## config.mk

```make
export PLATFORM = sky130hd
export DESIGN_NAME = shift_seq
export DESIGN_NICKNAME = d
export VERILOG_FILES = /design/src/rtl/shift_seq_pkg.sv /design/src/rtl/shift_step.sv /design/src/rtl/shift_seq.sv
export SDC_FILE = /design/constraint.sdc
export NUM_CORES = 1
export LEC_CHECK = 0
export CORE_MARGIN = 2
export CORE_UTILIZATION = 49
export DETAILED_ROUTE_END_ITERATION = 12
export PLACE_DENSITY = 0.89
export SYNTH_ARGS = -nofsm -noshare
export SYNTH_HDL_FRONTEND = slang
export SYNTH_HIERARCHICAL = 1
export SYNTH_SLANG_ARGS = --single-unit
```

## constraint.sdc

```tcl
create_clock -name CLK -period 1.8 [get_ports CLK]
set_input_delay 0.36 -clock CLK [delete_from_list [all_inputs] [get_ports CLK]]
set_output_delay 0.36 -clock CLK [all_outputs]
set_load 0.05 [all_outputs]
```

## src/rtl/shift_seq_pkg.sv

```systemverilog
// Shared definitions for the sequential shifter: widths, op codes and FSM states.
package shift_seq_pkg;

  localparam int unsigned DATA_W = 8;
  localparam int unsigned CNT_W  = 3;
  localparam int unsigned OP_W   = 2;

  typedef enum logic [OP_W-1:0] {
    SHOP_SHL = 2'b00,
    SHOP_SHR = 2'b01,
    SHOP_RCL = 2'b10,
    SHOP_RCR = 2'b11
  } shop_e;

  typedef enum logic [1:0] {
    ST_IDLE  = 2'b00,
    ST_SHIFT = 2'b01,
    ST_FIN   = 2'b10
  } state_e;

endpackage

```

## src/rtl/shift_step.sv

```systemverilog
// Combinational single-bit step: one shift or rotate-through-carry of {carry, value}.
// Ports:
//   op          - operation (SHL/SHR/RCL/RCR)
//   value       - current data word
//   carry       - current carry flag
//   value_nxt_c - data word after one step
//   carry_nxt_c - carry after one step (the bit shifted out)
module shift_step
  import shift_seq_pkg::*;
(
  input  shop_e             op,
  input  logic [DATA_W-1:0] value,
  input  logic              carry,
  output logic [DATA_W-1:0] value_nxt_c,
  output logic              carry_nxt_c
);

  logic shift_left;
  logic fill;

  // Direction select plus serial-fill select: rotates feed the old carry in, shifts feed zero.
  always_comb begin
    shift_left  = (op == SHOP_SHL) || (op == SHOP_RCL);
    fill        = ((op == SHOP_RCL) || (op == SHOP_RCR)) ? carry : 1'b0;
    value_nxt_c = value;
    carry_nxt_c = carry;
    if (shift_left) begin
      value_nxt_c = {value[DATA_W-2:0], fill};
      carry_nxt_c = value[DATA_W-1];
    end else begin
      value_nxt_c = {fill, value[DATA_W-1:1]};
      carry_nxt_c = value[0];
    end
  end

endmodule

```

## src/rtl/shift_seq.sv

```systemverilog
// Multi-cycle shifter/rotator beside the ALU: START loads operand and carry, then one
// bit step per clock for COUNT steps; DONE pulses for one cycle with the result valid.
// Ports:
//   CLK, RST_bar - rising-edge clock, asynchronous active-low reset
//   START        - load request, honoured in IDLE or FIN
//   OP_SEL       - 00 SHL, 01 SHR, 10 RCL, 11 RCR
//   COUNT        - number of single-bit steps (0..7)
//   VALUE_IN     - operand, latched on load
//   CARRY_IN     - carry, latched on load
//   VALUE_OUT    - working/result register
//   CARRY_OUT    - working/result carry
//   BUSY         - high while shifting
//   DONE         - one-cycle result-valid pulse
module shift_seq
  import shift_seq_pkg::*;
#(
  parameter int DELAY_RISE = 0,
  parameter int DELAY_FALL = 0
) (
  input  logic              CLK,
  input  logic              RST_bar,
  input  logic              START,
  input  logic [OP_W-1:0]   OP_SEL,
  input  logic [CNT_W-1:0]  COUNT,
  input  logic [DATA_W-1:0] VALUE_IN,
  input  logic              CARRY_IN,
  output logic [DATA_W-1:0] VALUE_OUT,
  output logic              CARRY_OUT,
  output logic              BUSY,
  output logic              DONE
);

  // Propagation delays only annotate the discrete build; the RTL is zero-delay.
  if ((DELAY_RISE < 0) || (DELAY_FALL < 0)) begin : g_bad_delay
    $error("shift_seq: propagation delays must be non-negative");
  end

  state_e             state_q, state_d;
  shop_e              op_q, op_d;
  logic [CNT_W-1:0]   cnt_q, cnt_d;
  logic [DATA_W-1:0]  value_q, value_d;
  logic               carry_q, carry_d;
  logic               busy_q, busy_d;
  logic               done_q, done_d;

  logic [DATA_W-1:0]  step_value_c;
  logic               step_carry_c;

  shift_step u_step (
    .op          (op_q),
    .value       (value_q),
    .carry       (carry_q),
    .value_nxt_c (step_value_c),
    .carry_nxt_c (step_carry_c)
  );

  // State and datapath registers.
  always_ff @(posedge CLK or negedge RST_bar) begin
    if (!RST_bar) begin
      state_q <= ST_IDLE;
      op_q    <= SHOP_SHL;
      cnt_q   <= '0;
      value_q <= '0;
      carry_q <= 1'b0;
      busy_q  <= 1'b0;
      done_q  <= 1'b0;
    end else begin
      state_q <= state_d;
      op_q    <= op_d;
      cnt_q   <= cnt_d;
      value_q <= value_d;
      carry_q <= carry_d;
      busy_q  <= busy_d;
      done_q  <= done_d;
    end
  end

  // Next-state and datapath control.
  always_comb begin
    state_d = state_q;
    op_d    = op_q;
    cnt_d   = cnt_q;
    value_d = value_q;
    carry_d = carry_q;

    unique case (state_q)
      ST_IDLE, ST_FIN: begin
        if (START) begin
          value_d = VALUE_IN;
          carry_d = CARRY_IN;
          op_d    = shop_e'(OP_SEL);
          cnt_d   = COUNT;
          state_d = (COUNT == '0) ? ST_FIN : ST_SHIFT;
        end else begin
          state_d = ST_IDLE;
        end
      end
      ST_SHIFT: begin
        value_d = step_value_c;
        carry_d = step_carry_c;
        // Saturate at zero; the step that takes cnt from 1 to 0 is the last one.
        cnt_d   = (cnt_q == '0) ? '0 : cnt_q - CNT_W'(1);
        if (cnt_q <= CNT_W'(1)) begin
          state_d = ST_FIN;
        end
      end
      default: begin
        state_d = ST_IDLE;
      end
    endcase

    // Status flags registered from the next state so they align with it.
    busy_d = (state_d == ST_SHIFT);
    done_d = (state_d == ST_FIN);
  end

  assign VALUE_OUT = value_q;
  assign CARRY_OUT = carry_q;
  assign BUSY      = busy_q;
  assign DONE      = done_q;

endmodule

```

Word level (Yosys, flattened, before mapping)
Index checks and enable logic that the tools add are counted.

word-level totals
  bits in registers = 18
  input bits = 17
  word-level logic and storage cells = 40
  output and inout port bits = 11

cells by class
  equality and inequality tests = 7
  muxes and demuxes = 14
  reductions and logical operators = 10
  $add $sub $neg = 1
  order comparisons = 1

operator list
  kind                 count
  $mux 8               2
  $pmux 8 s2           1
  $eq 2x2->1 const B   4
  $logic_not 3->1      2
  $mux 2               3
  $mux 3               2
  $pmux 3 s2           1
  $eq 2x1->1 const B   2
  $logic_not 2->1      2
  $pmux 2 s2           1
  $reduce_and 2->1     2
  $le 3x1->1 const B   1
  $mux 1               3
  $sub 3x1->3 const B  1
  $logic_or 1x1->1     2
  $ne 2x2->1 const B   1
  $pmux 1 s2           1
  $reduce_bool 2->1    1
  $reduce_or 2->1      1

Longest topological paths before layout
Gate-level depths: netlist (run 1).

  word-level depth = 5
  depth in mapped cells = 5
  depth with buffers taken out = 4

Cells and area by module
Netlist (run 1), hierarchy kept.

by module, submodules not included
  module      seq. area each (µm²)  area an instance (µm²)  cells an instance  times used
  shift_seq   450.4                 830.8                   81                 1
  shift_step  0.0                   138.9                   14                 1

Least setup slack after synthesis (run 1)
OpenSTA, ideal clock, no wires.

  path type = reg2reg
  from = reg value_q[3] (netlist: VALUE_OUT[3])
  to = reg value_q[4] (netlist: VALUE_OUT[4])
  data required time = 1.665 ns
  library setup time = 0.135 ns
  data arrival time = 1.075 ns
  setup slack = 0.590 ns
  cell stages (with the launch flop) = 4
  period minus slack after synthesis = 1.210 ns
  buffers on the path = 0
  path through = dfrtp_1 -> mux2_4 -> mux2i_1 -> o21ai_0

on the way
  longest elaborated chain between the ends = 2

RTL lines
  element                    line              RTL
  start: declaration         shift_seq.sv:41   logic [DATA_W-1:0] value_q, value_d;
  start signal: assignment   shift_seq.sv:71   value_q <= value_d;
  $mux 8                     shift_step.sv:27  if (shift_left) begin
  named net step_value_c[4]  shift_seq.sv:46   logic [DATA_W-1:0] step_value_c;
  $pmux 8 s2                 shift_seq.sv:86   unique case (state_q)

The timed path passes the listed nets, and every way through them passes these cells.
A chain may end at the register's enable or synchronous reset.

Final worst setup path (run 1)
  from = reg op_q[0]
  to = reg value_q[3] (netlist: VALUE_OUT[3])

on the way
  longest elaborated chain between the ends = 4
  elaborated cells on any way between the ends = 5
  those cells by class = 1 x eq/ne; 2 x mux; 2 x reduce/logical

RTL lines
  element                                               line              RTL
  start: declaration                                    shift_seq.sv:39   shop_e op_q, op_d;
  start signal: assignment                              shift_seq.sv:69   op_q <= op_d;
  $eq 2x2->1 / $logic_not 2->1 (equally long branches)  shift_step.sv:23  shift_left = (op == SHOP_SHL) || (op == SHOP_RCL);
  $logic_or 1x1->1 (*)                                  shift_step.sv:23
  $mux 8 (*)                                            shift_step.sv:27
  named net step_value_c[3]                             shift_seq.sv:46
  $pmux 8 s2 (*)                                        shift_seq.sv:86

Mark *: on every way through the listed nets, which the timed path passes. The rest lies on a longest branch.

==> results of run 1 <==
## per-layer routing
metal / wire, um / part of all wire (%) / vias up / track usage (%)
li1: - / - / 389 / -
met1: 888 / 43 / 376 / 24.3
met2: 1020 / 50 / 28 / 33.8
met3: 132 / 6.4 / 2 / 4.32
met4: 10 / 0.49 / 0 / 4.76
met5: 0 / 0 / - / 0
## how the worst min path moves through the flow
stage                               end  depth (start not counted)           startpoint  slack, ps
2_1_floorplan            BUSY$_DFF_PN0_                          0              RST_bar         60
3_3_place_gp        op_q[1]$_DFFE_PN0P_                          2  op_q[1]$_DFFE_PN0P_        500
3_5_place_dp        op_q[1]$_DFFE_PN0P_                          2  op_q[1]$_DFFE_PN0P_        500
4_1_cts        VALUE_OUT[5]$_DFFE_PN0P_                          2              RST_bar        400
5_1_grt        VALUE_OUT[2]$_DFFE_PN0P_                          2              RST_bar        420
6_report       VALUE_OUT[2]$_DFFE_PN0P_                          2              RST_bar        400
## power groups by stage
stage / sequential (uW) / clock, uW / combinational [uW]
2_1_floorplan: 1170 / 0 / 746
3_3_place_gp: 833 / 0 / 1390
3_5_place_dp: 841 / 0 / 1440
4_1_cts: 837 / 256 / 1440
5_1_grt: 872 / 276 / 1540
6_report: 837 / 243 / 1430
## sequential cells by signal (all words and copies together) (netlist names)
name and cells:
DONE 1, op_q 2, state_q 2, CARRY_OUT 1, BUSY 1, cnt_q 3, VALUE_OUT 8
## area by class of cell
type | count | share of cell area (%)
clock buffer | 4 | 2.85
inverter | 4 | 1.18
multi-input combinational | 68 | 36.5
sequential | 18 | 35.4
tap | 27 | 2.65
timing repair buffer | 31 | 21.4
## synthesized netlist by cell type, drive strengths merged (2+ instances only)
master  instances  share of area (%)
mux2            7                 10
ha              2                2.6
nand3           4                2.1
o32ai           2                1.8
dfrtp          18                 46
mux2i           9                9.3
buf             5                4.1
inv             4                1.5
nand2          21                8.1
o211ai          2                1.5
o21ai          13                6.7
nand2b          2                1.3
## stage by stage
| step | instance area (um2) | hold WS, ps | instances | setup WS [ps] | power [uW] |
|---|---|---|---|---|---|
| floorplan | 970 | 64.4 | 95 | 590 | 1920 |
| global placement | 1240 | 498 | 148 | 317 | 2230 |
| detailed placement | 1240 | 504 | 148 | 256 | 2280 |
| CTS | 1270 | 404 | 152 | 432 | 2530 |
| global route | 1270 | 417 | 152 | 353 | 2690 |
| finish | 1270 | 404 | 152 | 441 | 2510 |
## worst max-delay path: stages, from the launching register on
cell	delay (ps)
dfrtp_1	660
mux2_2	400
mux2i_1	110
o21ai_0	80
## cells by family after synthesis
| group | Yosys count |
|---|---|
| simple gates | 32 |
| compound gates | 18 |
| flops | 18 |
| mux | 16 |
| buf+inv | 9 |
| fa+ha+maj | 2 |
==> metrics, run 1 <==
r2r worst-path depth=3; post-synthesis adder-cell area fraction=2.58%; die footprint=0.00235 mm2; CTS sink count=18; Layout Nets=145; initial antenna violation count=0; Final min period=1360 ps; die height=48.5 um; worst skew pair latency=280 ps; P_leak=0.000616 uW; PwrDens=1980 mW/mm2; Top Ports=28; Post-synth EDFFs=0; most common cell after layout, fill and taps aside=nand2_1; Psw=1180 uW; clock share of power=9.7%; Resized cells post-CTS=0; Crit. Startpoint=op_q[0]$_DFFE_PN0P_; Comb power frac=57.0%; routed length per instance=13.5 um; VDD IR max=0.00125 V; Post-Syn Area=970 um2; post-synthesis simple-gate area fraction=14.6%; post-synth net total=114; post-layout util=66.2%; GRT Overall Usage=19.3%; Via density=5.23; MaxCap Viol Count=0; Worst Hold Class=input pin to asynchronous set/reset pin; layout cells sized above 1=21.6%; Storage cell area=450 um2; Most used DFF post-synth=dfrtp_1; largest family of logic cells by synthesized area=multiplexers; dpl hpwl=1.52 mm; CTS root buffer=clkbuf_4; clk_skew=4.94 ps; Yosys cell types=21; Clock Path Buffers=2; register area share after synthesis=46.5%; Worst Path Arrival=1540 ps; ys async rst share=100%; sequential share of power=33.3%; starting density of the core=50.5%; first-pass GRT wire length=3.64 mm; synth warn=6; die width=48.5 um; most frequent cells in the layout=nand2_1, dfrtp_1, clkdlybuf4s50_1; routability congestion estimate=0.782; grt ovf=0; r2r endpoint=VALUE_OUT[3]$_DFFE_PN0P_; r2r setup slk=440 ps; Sum Neg Setup Slack=0 ps; switching part of the total=47.0%; final wirelength=2.05 mm; type of element capturing the critical path=flop; Filler Cells Inserted=169; H-tree depth=1; Core Box Area=0.00192 mm2; Num CTS Buffers=3; Worst Setup Start Kind=flop; final setup violation count=0; largest net degree at the start of global routing=21; antenna-violating nets left=0; Slew Limit Fails=0; Via Count=795; Avg Cell Area, Syn=10.2 um2; DRT Pass-1 Iters=4; worst setup path endpoint=VALUE_OUT[3]$_DFFE_PN0P_; Iter 0 DRT Violations=12; post-synthesis mux area share=19.7%; kind of critical path=flop to flop; post-CTS setup buffers=0; actual slew at the worst max-slew pin=490 ps; worst path required time=1980 ps; ANT cells=0; vias in the first global route=808; Crit Reg-Reg Startpoint=op_q[0]$_DFFE_PN0P_; Cells after Synth=95; status=complete, no violations; Area growth syn-to-layout=31.2%; #FFs+latches synth=18; Cell Rows=16; PortBufs=27; final hold vios=0; RSZ-0062 raised after global routing=no; Clock Pin Slew Worst Setup and Hold Paths=100 ps; fmax=736 MHz; CTS tree=yes; Synth Area in Compound Gates=11.0%; Final period util=75.5%; Post-CTS Hold Fix Bufs=0; drt drc=0; Internal=1330 uW; XOR/XNOR Fraction of Synth Area=0%; relative slew slack=67.3%; multi-input logic area=464 um2; Max FO, Critical Path=12
No activity file was read; power rests on OpenSTA's default activity.
==> inputs of run 2 (changes only) <==
--- a/config.mk
+++ b/config.mk
@@ -6,9 +6,9 @@
 export NUM_CORES = 1
 export LEC_CHECK = 0
 export CORE_MARGIN = 2
-export CORE_UTILIZATION = 49
+export CORE_UTILIZATION = 46
 export DETAILED_ROUTE_END_ITERATION = 12
-export PLACE_DENSITY = 0.89
+export PLACE_DENSITY = 0.85
 export SYNTH_ARGS = -nofsm -noshare
 export SYNTH_HDL_FRONTEND = slang
 export SYNTH_HIERARCHICAL = 1
==> constraint.sdc (replaced) <==
create_clock -name CLK -period 1.3 [get_ports CLK]
set_input_delay 0.26 -clock CLK [delete_from_list [all_inputs] [get_ports CLK]]
set_output_delay 0.26 -clock CLK [all_outputs]
set_load 0.05 [all_outputs]
==> metrics, run 2 (synthesized netlist as in run 1, its figures left out) <==
status=complete, no violations; antenna-violating nets left=0; Top Ports=28; GRT Overall Usage=20.5%; Clock Path Buffers=2; Psw=1780 uW; initial antenna violation count=0; dpl hpwl=1.65 mm; Final Power=4080 uW; layout cells sized above 1=23.4%; Via Count=831; MaxCap Viol Count=0; M1 WL=923 um; Core Box Area=0.00198 mm2; Iter 0 DRT Violations=10; r2r worst-path depth=3; Cell Rows=16; most common cell after layout, fill and taps aside=nand2_1; highest metal used=met4; routed length per instance=14.3 um; die width=49.9 um; Internal=2300 uW; met2 routed WL=1.12 mm; Slew Limit Fails=0; Clock Pin Slew Worst Setup and Hold Paths=110 ps; relative slew slack=82.7%; worst skew pair latency=300 ps; vias in the first global route=800; CTS root buffer=clkbuf_4; Via density=5.36; Max FO, Critical Path=4; r2r endpoint=cnt_q[1]$_DFFE_PN0P_; Crit Reg-Reg Startpoint=cnt_q[2]$_DFFE_PN0P_; die footprint=0.00249 mm2; clk_skew=9.31 ps; routability congestion estimate=0.748; largest net degree at the start of global routing=21; H-tree depth=1; worst path required time=1040 ps; grt ovf=0; RSZ-0062 raised after global routing=no; ANT cells=0; kind of critical path=flop to output pin; Final period util=93.6%; sequential share of power=29.2%; first-pass GRT wire length=3.80 mm; Area growth syn-to-layout=47.7%; final wirelength=2.22 mm; switching part of the total=43.6%; Comb power frac=62.0%; Post-CTS Hold Fix Bufs=0; Final WS setup=83.0 ps; CP Cell Sequence=buf_12; die height=49.9 um; final hold vios=0; drt drc=0; starting density of the core=48.9%; Filler Cells Inserted=142; Worst Setup Start Kind=flop; post-CTS setup buffers=0; Worst Path Buf+Inv=1; actual slew at the worst max-slew pin=259 ps; type of element capturing the critical path=output pin; most frequent cells in the layout=nand2_1, dfrtp_1, clkdlybuf4s50_1; Layout Nets=148; Resized cells post-CTS=0; max reg flops=8; Num CTS Buffers=3; Critical-path top delay cell=dfrtp_1; Worst Path Arrival=960 ps; PwrDens=2850 mW/mm2; clock share of power=8.8%; met3 WL post-DR=156 um; Place WS=-147 ps; PortBufs=27; VDD IR max=0.00189 V; P_leak=0.000675 uW; final setup violation count=0; fmax=822 MHz; r2r setup slk=100 ps; CTS sink count=18; Largest delay share family, worst path=flip-flops; DRT Pass-1 Iters=4; Slowest Stage Delay on Critical Path=470 ps; Final min period=1220 ps; CTS tree=yes; Worst Hold Class=input pin to asynchronous set/reset pin
==> run 2: changes by cell type in the layout (fill, tap and decap cells not counted) <==
| cell | previous run | this run |
|---|---|---|
| buf_12 | 0 | 11 |
| buf_4 | 15 | 7 |
==> run 2: layer usage <==
layer  GRT usage [%]  up-vias
li1                -      395
met1            23.5      405
met2            35.1       29
met3            7.88        2
met4            6.02        0
met5               0        -
==> run 2: layout make-up <==
cell class	count	area (um2)	share of cell area, %
multi-input cells	68	464	32.4
clock buffers	4	36.3	2.53
repair buffers	34	433	30.2
inverters	4	15.0	1.05
flip-flops and latches	18	450	31.4
well taps	27	33.8	2.36
==> run 2: worst max path at each step <==
stage	end	from	slack [ps]	cells past startpoint
finish	VALUE_OUT[7]	VALUE_OUT[7]$_DFFE_PN0P_	80	1
global route	VALUE_OUT[4]$_DFFE_PN0P_	state_q[0]$_DFF_PN0_	10	4
CTS	VALUE_OUT[7]	VALUE_OUT[7]$_DFFE_PN0P_	80	1
detailed placement	VALUE_OUT[2]$_DFFE_PN0P_	START	-150	4
global placement	VALUE_OUT[1]$_DFFE_PN0P_	START	-70	4
floorplan	VALUE_OUT[4]$_DFFE_PN0P_	VALUE_OUT[3]$_DFFE_PN0P_	90	3
==> run 2: per-stage QoR <==
step	setup TNS [ps]	std cells	util, %	hold slack, ps	area [um2]
2_1_floorplan	0	95	-	-35.6	970
3_3_place_gp	-787	151	70.5	493	1400
3_5_place_dp	-1340	151	70.5	505	1400
4_1_cts	0	155	72.3	282	1430
5_1_grt	0	155	72.3	279	1430
6_report	0	155	72.3	275	1430
==> run 2: power groups by stage <==
stage               logic, uW  registers [uW]  clock network [uW]
floorplan                1030            1620                   0
global placement         2460            1180                   0
detailed placement       2540            1200                   0
CTS                      2540            1190                 369
global route             2700            1230                 398
finish                   2530            1190                 360
==> inputs of run 3 (changes only) <==
--- a/config.mk
+++ b/config.mk
@@ -5,6 +5,7 @@
 export SDC_FILE = /design/constraint.sdc
 export NUM_CORES = 1
 export LEC_CHECK = 0
+export CAP_MARGIN = 20
 export CORE_MARGIN = 2
 export CORE_UTILIZATION = 46
 export DETAILED_ROUTE_END_ITERATION = 12
==> results of run 3 <==
Same layout as run 2: the final DEF is identical, and so are final timing and power.
